### config.mk
export PLATFORM = sky130hd
export DESIGN_NAME = pipelined_addsub_cla
export DESIGN_NICKNAME = d
export VERILOG_FILES = /design/src/rtl/pipelined_addsub_cla.sv
export SDC_FILE = /design/constraint.sdc
export NUM_CORES = 1
export LEC_CHECK = 0
export CAP_MARGIN = 20
export CORE_MARGIN = 2
export CORE_UTILIZATION = 55
export DETAILED_ROUTE_END_ITERATION = 8
export PLACE_DENSITY = 0.9
export SYNTH_ARGS = -nofsm -noshare
export SYNTH_HDL_FRONTEND = slang
export SYNTH_SLANG_ARGS = --single-unit
### constraint.sdc
create_clock -name CLK -period 5.2 [get_ports CLK]
set_clock_uncertainty 0.2 [all_clocks]
set_input_delay 0.52 -clock CLK [delete_from_list [all_inputs] [get_ports CLK]]
set_output_delay 0.52 -clock CLK [all_outputs]
set_load 0.01 [all_outputs]
### src/rtl/pipelined_addsub_cla.sv
// Pipelined two's-complement adder/subtractor: one carry-lookahead chunk per stage,
// carry registered between stages, optional signed saturation on the last stage.
module pipelined_addsub_cla #(
    parameter int WIDTH    = 20,
    parameter int CHUNK    = 5,
    parameter int SATURATE = 0
) (
    input  logic             CLK,
    input  logic             RST,
    input  logic [WIDTH-1:0] A,
    input  logic [WIDTH-1:0] B,
    input  logic             SUB,
    input  logic             IN_VALID,
    output logic             IN_READY,
    output logic [WIDTH-1:0] Sum,
    output logic             Carry,
    output logic             OVF,
    output logic             OUT_VALID,
    input  logic             OUT_READY
);

    localparam int STAGES = WIDTH / CHUNK;
    localparam logic [WIDTH-1:0] SAT_MAX = {1'b0, {(WIDTH-1){1'b1}}};
    localparam logic [WIDTH-1:0] SAT_MIN = ~SAT_MAX;

    // Handshake: a transfer happens on a rising edge where valid && ready; valid never
    // depends on ready. The whole pipe advances together, so IN_READY is the stall enable.
    logic en;
    assign en       = !OUT_VALID || OUT_READY;
    assign IN_READY = en;

    // Stage registers: valid, operand A, operand D (B possibly inverted), partial sum, carry.
    logic [STAGES-1:0]            v_q;
    logic [STAGES-1:0][WIDTH-1:0] a_q;
    logic [STAGES-1:0][WIDTH-1:0] d_q;
    logic [STAGES-1:0][WIDTH-1:0] sum_q;
    logic [STAGES-1:0]            c_q;
    logic [STAGES-1:0]            ovf_q;

    // Values entering each stage and the values it will register.
    logic [STAGES-1:0]            v_src;
    logic [STAGES-1:0][WIDTH-1:0] a_src;
    logic [STAGES-1:0][WIDTH-1:0] d_src;
    logic [STAGES-1:0][WIDTH-1:0] s_src;
    logic [STAGES-1:0]            c_src;
    logic [STAGES-1:0][CHUNK+1:0] res;
    logic [STAGES-1:0][WIDTH-1:0] sum_nx;
    logic [STAGES-1:0]            carry_nx;
    logic [STAGES-1:0]            ovf_nx;

    // Returns {carry out, carry into top bit, chunk sum}; carries are flattened lookahead terms.
    function automatic logic [CHUNK+1:0] cla_chunk(input logic [CHUNK-1:0] a,
                                                   input logic [CHUNK-1:0] d,
                                                   input logic             cin);
        logic [CHUNK-1:0] g;
        logic [CHUNK-1:0] p;
        logic [CHUNK:0]   c;
        logic             acc;
        logic             prod;
        g    = a & d;
        p    = a ^ d;
        c    = '0;
        c[0] = cin;
        for (int i = 0; i < CHUNK; i++) begin
            acc  = 1'b0;
            prod = 1'b1;
            for (int j = i; j >= 0; j--) begin
                acc  = acc | (g[j] & prod);
                prod = prod & p[j];
            end
            c[i+1] = acc | (cin & prod);
        end
        return {c[CHUNK], c[CHUNK-1], p ^ c[CHUNK-1:0]};
    endfunction

    always_comb begin
        v_src    = '0;
        a_src    = '0;
        d_src    = '0;
        s_src    = '0;
        c_src    = '0;
        res      = '0;
        sum_nx   = '0;
        carry_nx = '0;
        ovf_nx   = '0;

        v_src[0] = IN_VALID;
        a_src[0] = A;
        d_src[0] = B ^ {WIDTH{SUB}};
        c_src[0] = SUB;
        for (int s = 1; s < STAGES; s++) begin
            v_src[s] = v_q[s-1];
            a_src[s] = a_q[s-1];
            d_src[s] = d_q[s-1];
            s_src[s] = sum_q[s-1];
            c_src[s] = c_q[s-1];
        end

        for (int s = 0; s < STAGES; s++) begin
            res[s]                      = cla_chunk(a_src[s][s*CHUNK +: CHUNK],
                                                    d_src[s][s*CHUNK +: CHUNK], c_src[s]);
            sum_nx[s]                   = s_src[s];
            sum_nx[s][s*CHUNK +: CHUNK] = res[s][CHUNK-1:0];
            carry_nx[s]                 = res[s][CHUNK+1];
            ovf_nx[s]                   = res[s][CHUNK+1] ^ res[s][CHUNK];
        end

        // Clamp direction follows A's sign: overflow only happens when A and D agree in sign.
        if (SATURATE != 0 && ovf_nx[STAGES-1]) begin
            sum_nx[STAGES-1] = a_src[STAGES-1][WIDTH-1] ? SAT_MIN : SAT_MAX;
        end
    end

    always_ff @(posedge CLK or posedge RST) begin
        if (RST) begin
            v_q   <= '0;
            a_q   <= '0;
            d_q   <= '0;
            sum_q <= '0;
            c_q   <= '0;
            ovf_q <= '0;
        end else if (en) begin
            v_q <= v_src;
            for (int s = 0; s < STAGES; s++) begin
                if (v_src[s]) begin
                    a_q[s]   <= a_src[s];
                    d_q[s]   <= d_src[s];
                    sum_q[s] <= sum_nx[s];
                    c_q[s]   <= carry_nx[s];
                    ovf_q[s] <= ovf_nx[s];
                end
            end
        end
    end

    assign Sum       = sum_q[STAGES-1];
    assign Carry     = c_q[STAGES-1];
    assign OVF       = ovf_q[STAGES-1];
    assign OUT_VALID = v_q[STAGES-1];

    // Operand chunks already consumed and the early-stage overflow bits are not read downstream.
    logic unused_ok;
    assign unused_ok = ^{a_q, d_q, ovf_q};

endmodule

==> impl_metrics.csv, run 1 <==
group,metric,value,unit
final_layout,nets,541,
sta,setup-tns-final,0,ps
grt,grt_usage,22.4,%
grt,grt_pass1_wl,17200,um
placed_design,gp_congestion,0.823,
floorplanning,die_w,102,um
grt,antenna_found_initial,0,
synthesis,async_flop_share,100,%
worst_setup_path,cp.required,4480,ps
worst_setup_path,reg2reg_to,"d_q[32]$_DFFE_PP0P_",
route,viasPerCell,5.49,
clock_tree,ctsHoldBuffers,0,
route,wl_per_cell,17.8,um
floorplanning,ioPinCount,69,
worst_setup_path,critPathMaxFanout,11,
floorplanning,core_area,0.00924,mm^2
clock_tree,numCtsBuffers,17,
clock_tree,cts_resized,0,
sta,hold_viol_final,0,
floorplanning,die_h,102,um
clock_tree,cts_tree,"done",
final_layout,diodes,0,
route,first_iter_violations,148,
floorplanning,die_area,0.0103,mm^2
route,first_pass_iters,4,
clock_tree,cts_htree_levels,4,
worst_setup_path,critPathLaunchType,"primary input",
clock_tree,clock_sinks,119,
sta,clock.fmax,355,MHz
worst_setup_path,cp_slowest_cell,"clkdlybuf4s50_1",
grt,grt_max_degree,84,
final_layout,num-fill-cells,569,
final_layout,final_util,71.7,%
grt,grt_pass1_vias,3444,
run,cap_violations,0,
final_layout,drive_gt1_share,24.3,%
synthesis,ys.flop_type,"dfrtp_1",
worst_setup_path,timing.rr.start,"v_q[3]$_DFFE_PP0N_",
route,drc,0,
worst_setup_path,rr_worst_depth,3,
floorplanning,placementRows,35,
synthesis,synthDistinctLibCells,32,
synthesis,synth.yosys.seq_area_share,56.8,%
worst_setup_path,slowest_delay,650,ps
sta,post-route-min-period,2810,ps
sta,relSlewSlack,42.8,%
synthesis,syn_inst,399,
worst_setup_path,crit_type,"primary input to output port",
clock_tree,clkTransAtPathRegs,60,ps
synthesis,synth-edff-count,0,
synthesis,synth_seq_cells,119,
run_status,status,"complete, no violations",
worst_setup_path,worstPathArrival,2090,ps
clock_tree,cts_setup_buffers,0,
final_layout,multiInputGateArea,0.00216,mm^2
placed_design,port-buffer-count,68,
placed_design,dp_hpwl,6820,um
hold_path,holdCritPathClass,"primary input to asynchronous set/reset pin",
pwr,power_density,643,mW/mm^2
final_layout,ff_latch_area,0.00298,mm^2
worst_setup_path,path_cells,"clkdlybuf4s50_1 -> nand2b_1 -> clkdlybuf4s50_1",
synthesis,syn_nets,467,
grt,grt_overflow,0,
route,wirelength,11000,um
worst_setup_path,reg2reg_setup_slack,2970,ps
sta,period_share,54.1,%
sta,rsz0062_at_grt,"false",
worst_setup_path,cpMostUsedCell,"clkdlybuf4s50_1",
clock_tree,clk_path_buf_depth,2,
pwr,power_leakage,0.00295,uW
clock_tree,clock-root-buffer,"clkbuf_8",
final_layout,fin_cells,615,
sta,setup_viol,0,
sta,worst_slew_pin_slew,855,ps
sta,slew_viol_final,0,
floorplanning,start_util,56.7,%
clock_tree,clk-insertion-delay-late,510,ps
pwr,peakVddDrop,0.292,mV
synthesis,avgSynthCellArea,13.1,um^2
placed_design,place_inst,580,
worst_setup_path,end_kind,"output port",
final_layout,area_growth,26.4,%
route,ant_nets,0,
route,vias,3376,
synthesis,yosys_warnings,0,
synthesis,syn-cell-area,0.00524,mm^2
routing by layer:
metal / part of all wire (%) / vias up / GRT usage (%)
met2: 49 / 108 / 36.0
li1: - / 1551 / -
met1: 43 / 1681 / 28.0
met4: 2.9 / 0 / 9.98
met3: 4.7 / 36 / 6.83
met5: 0 / - / 0
where the power goes:
part           leakage, uW  internal, uW  switching (uW)
clock             0.000257           631             394
combinational      0.00126           871             747
sequential         0.00144          1340             274
total              0.00295          2840            1410
layout make-up:
cell class,instances,share of cell area (%)
Multi-Input combinational cell,255,32.6
Tap cell,129,2.44
Clock buffer,24,7.25
Timing Repair Buffer,73,11.6
Sequential cell,119,44.9
Inverter,7,0.434
Clock inverter,8,0.718
cell usage after synthesis (2+ instances only):
master / number / share of area (%)
nor3_1: 3 / 0.29
nor2_1: 4 / 0.29
and3_1: 7 / 0.84
xnor2_1: 24 / 4.0
a21o_1: 4 / 0.57
buf_2: 10 / 0.96
a21oi_1: 4 / 0.38
ha_1: 20 / 4.8
o21a_1: 6 / 0.86
o21ai_0: 30 / 2.9
nand2_2: 2 / 0.24
dfrtp_1: 119 / 57
inv_1: 7 / 0.50
mux2_2: 78 / 17
a221o_1: 3 / 0.57
clkbuf_1: 8 / 0.57
nand2_1: 36 / 2.6
nand2b_1: 4 / 0.48
nand3_1: 2 / 0.19
fa_1: 3 / 1.1
xor2_1: 7 / 1.2
o31a_1: 3 / 0.50
o31ai_1: 6 / 0.86
logic make-up after synthesis:
logic type	after synthesis	share of synthesized area, %
buffers and inverters	25	2.03
xor gates and xnor gates	31	5.18
AOI/OAI and AO/OA	60	7.28
DFF	119	56.8
and+or+nand+nor	62	5.80
adders and majority gates	23	5.92
muxes	79	17.0
stage by stage:
stage	area, um^2	setup WS (ps)	power [uW]	hold slack (ps)
after global routing	6630	2350	4490	131
after detailed placement	6020	2120	3120	266
final	6630	2390	4260	121
after floorplan	5240	1320	2620	245
after CTS	6550	2390	4210	279
after global placement	6020	2200	2990	258
worst max-delay path by stage:
stage,slack (ps),start,to,cells after the start
finish,2390,OUT_READY,IN_READY,3
floorplan,1320,RST,Sum[0]$_DFFE_PP0P_,1
detailed placement,2120,SUB,c_q[0]$_DFFE_PP0P_,8
global route,2350,OUT_READY,IN_READY,3
global placement,2200,SUB,c_q[0]$_DFFE_PP0P_,8
CTS,2390,OUT_READY,IN_READY,3
cell usage in the layout, fill, tap and decap left out, drive strengths merged, types with 4 or more instances in the layout:
cell type	count
o21ai	30
a21o	4
inv	7
a21oi	4
nor2	4
nand2b	4
o21a	6
nand2	38
buf	5
mux2	78
clkbuf	24
clkinv	5
o31ai	6
xnor2	24
xor2	7
dfrtp	119
and3	8
ha	20
clkdlybuf4s50	68
worst max-delay path: cells and delay by family:
family / cells / cell delay [ps]
buffers and inverters: 2 / 1160
AND/OR/NAND/NOR: 1 / 420
flip-flops by register name, summed over array words and instances, names as in the netlist:
name and flops:
s_src 30, a_q 30, v_q 4, c_q 4, Sum 20, d_q 30, ovf_q 1
(Power assumes the default switching activity.)
==> run 2: changes to the inputs <==
- clock period: 5.2 -> 2.75 ns (I/O delays scaled with it)
==> run 2 against run 1 <==
Clock power grew 110%. Via count is 2.1% lower. Cell count unchanged. Highest routed layer unchanged.
==> impl_metrics.csv, run 2 (same netlist as run 1, synthesis figures left out) <==
group,metric,value,unit
run_status,status,"complete, no violations",
grt,grt_pass1_wl,17500,um
sta,relSlewSlack,58.7,%
grt,grt_pass1_vias,3455,
placed_design,gp_congestion,0.755,
sta,post-route-min-period,2350,ps
sta,period_share,85.6,%
pwr,power_frac_comb,36.5,%
route,first_pass_iters,5,
route,drc,0,
grt,use_met2,36.1,%
pwr,p_sw,2660,uW
clock_tree,clock_sinks,119,
floorplanning,placementRows,35,
grt,grt_max_degree,120,
clock_tree,ctsHoldBuffers,0,
final_layout,mostFrequentLayoutCell,"dfrtp_1",
floorplanning,start_util,56.7,%
route,wl_per_cell,17.1,um
placed_design,dp_hpwl,6750,um
sta,whs,62.0,ps
floorplanning,core_area,0.00924,mm^2
route,first_iter_violations,164,
sta,clock.fmax,425,MHz
final_layout,area_growth,26.9,%
sta,setup-tns-final,0,ps
floorplanning,die_area,0.0103,mm^2
hold_path,holdCritPathClass,"primary input to asynchronous set/reset pin",
floorplanning,die_h,102,um
placed_design,port-buffer-count,68,
worst_setup_path,cp.required,2280,ps
route,vias,3306,
pwr,switching_share,32.8,%
grt,grt_overflow,0,
grt,antenna_found_initial,0,
sta,rsz0062_at_grt,"false",
sta,slew_viol_final,0,
route,ant_nets,0,
pwr,power_density,1220,mW/mm^2
grt,grt_busiest_layer,"met2",
floorplanning,die_w,102,um
clock_tree,cts_tree,"done",
clock_tree,clk_path_buf_depth,2,
worst_setup_path,crit_type,"flip-flop to output port",
clock_tree,numCtsBuffers,17,
clock_tree,clk-insertion-delay-late,520,ps
pwr,internal_power,5460,uW
final_layout,diodes,0,
pwr,power_leakage,0.00295,uW
worst_setup_path,critPathMaxFanout,11,
pwr,peakVddDrop,0.428,mV
clock_tree,clkTransAtPathRegs,60,ps
clock_tree,cts_resized,0,
pwr,clkPwrFrac,26.0,%
final_layout,mostFrequentLayoutCells,"dfrtp_1, mux2_2, clkdlybuf4s50_1",
run,cap_violations,0,
grt,grt_usage,22.6,%
route,wirelength,10500,um
worst_setup_path,end_kind,"output port",
sta,hold_viol_final,0,
grt,met3_usage,6.56,%
sta,setup_viol,0,
clock_tree,clock-root-buffer,"clkbuf_8",
route,viasPerCell,5.38,
pwr,p_seq_share,37.5,%
sta,worst_slew_pin_slew,619,ps
clock_tree,cts_setup_buffers,0,
floorplanning,ioPinCount,69,
clock_tree,cts_htree_levels,4,
final_layout,drive_gt1_share,24.7,%
final_layout,nets,541,
grt,met1_usage,28.9,%
worst_setup_path,critPathLaunchType,"flip-flop",
worst_setup_path,worstPathArrival,1880,ps
==> run 2: changes by cell type in the layout (fill, tap and decap cells not counted), moves of 2 or more <==
| cell | before | now |
|---|---|---|
| buf_12 | 1 | 3 |
| buf_16 | 2 | 0 |
| clkbuf_1 | 3 | 1 |
| clkbuf_8 | 5 | 1 |
| clkinvlp_4 | 3 | 7 |
| inv_6 | 0 | 3 |
| bufinv_16 | 0 | 2 |
| clkinv_2 | 5 | 2 |
==> run 2: path summary, 6_finish.rpt <==
kind | start | to | slack [ps] | cells past startpoint
max | v_q[3]$_DFFE_PP0N_ | IN_READY | 400 | 2
min | RST | a_q[11]$_DFFE_PP0P_ | 60 | 3
max reg2reg | d_q[56]$_DFFE_PP0P_ | ovf_q[3]$_DFFE_PP0P_ | 540 | 5
min reg2reg | Sum[18]$_DFFE_PP0P_ | Sum[18]$_DFFE_PP0P_ | 280 | 2
max in group asynchronous | RST | v_q[3]$_DFFE_PP0N_ | 1800 | 3
min in group CLK | A[7] | a_q[7]$_DFFE_PP0P_ | 160 | 2
==> run 2: area by class of cell <==
class | count | area [um^2]
clock buffers | 18 | 418
clock inverters | 14 | 150
fillers | 573 | 2590
inverters | 7 | 30.0
multi-input cells | 255 | 2160
flip-flops and latches | 119 | 2980
well taps | 129 | 161
repair buffers | 73 | 756
==> run 2: through the flow <==
step	setup slack, ps	std cells	utilization (%)	area, um^2	total power [uW]
after detailed placement	28.8	583	65.8	6080	5930
after CTS	399	615	72.0	6650	8150
final	395	615	72.0	6650	8120
after global placement	134	583	65.8	6080	5690
after floorplan	373	399	-	5240	4950
after global routing	311	615	72.0	6650	8580
==> run 2: routing by layer <==
metal	up-vias	part of all wire, %
met1	1624	42
met2	102	50
li1	1552	-
met3	28	5.4
met5	-	0
met4	0	2.6
==> run 2: critical path, stage by stage, from the launching register on <==
cell             delay [ps]
dfrtp_1                 370
nand2b_1                360
clkdlybuf4s50_1         630
==> run 2: power by group through the flow <==
stage | Sequential [uW] | Clock [uW] | Combinational, uW
CTS | 3050 | 2120 | 2990
finish | 3040 | 2110 | 2960
detailed placement | 3050 | 0 | 2880
global placement | 2980 | 0 | 2710
floorplan | 2950 | 0 | 2000
global route | 3140 | 2200 | 3240
==> run 3: changes to the inputs <==
- GPL_ROUTABILITY_DRIVEN: default -> 0
==> results of run 3 <==
No change in the layout: final DEF, timing and power equal those of run 2.
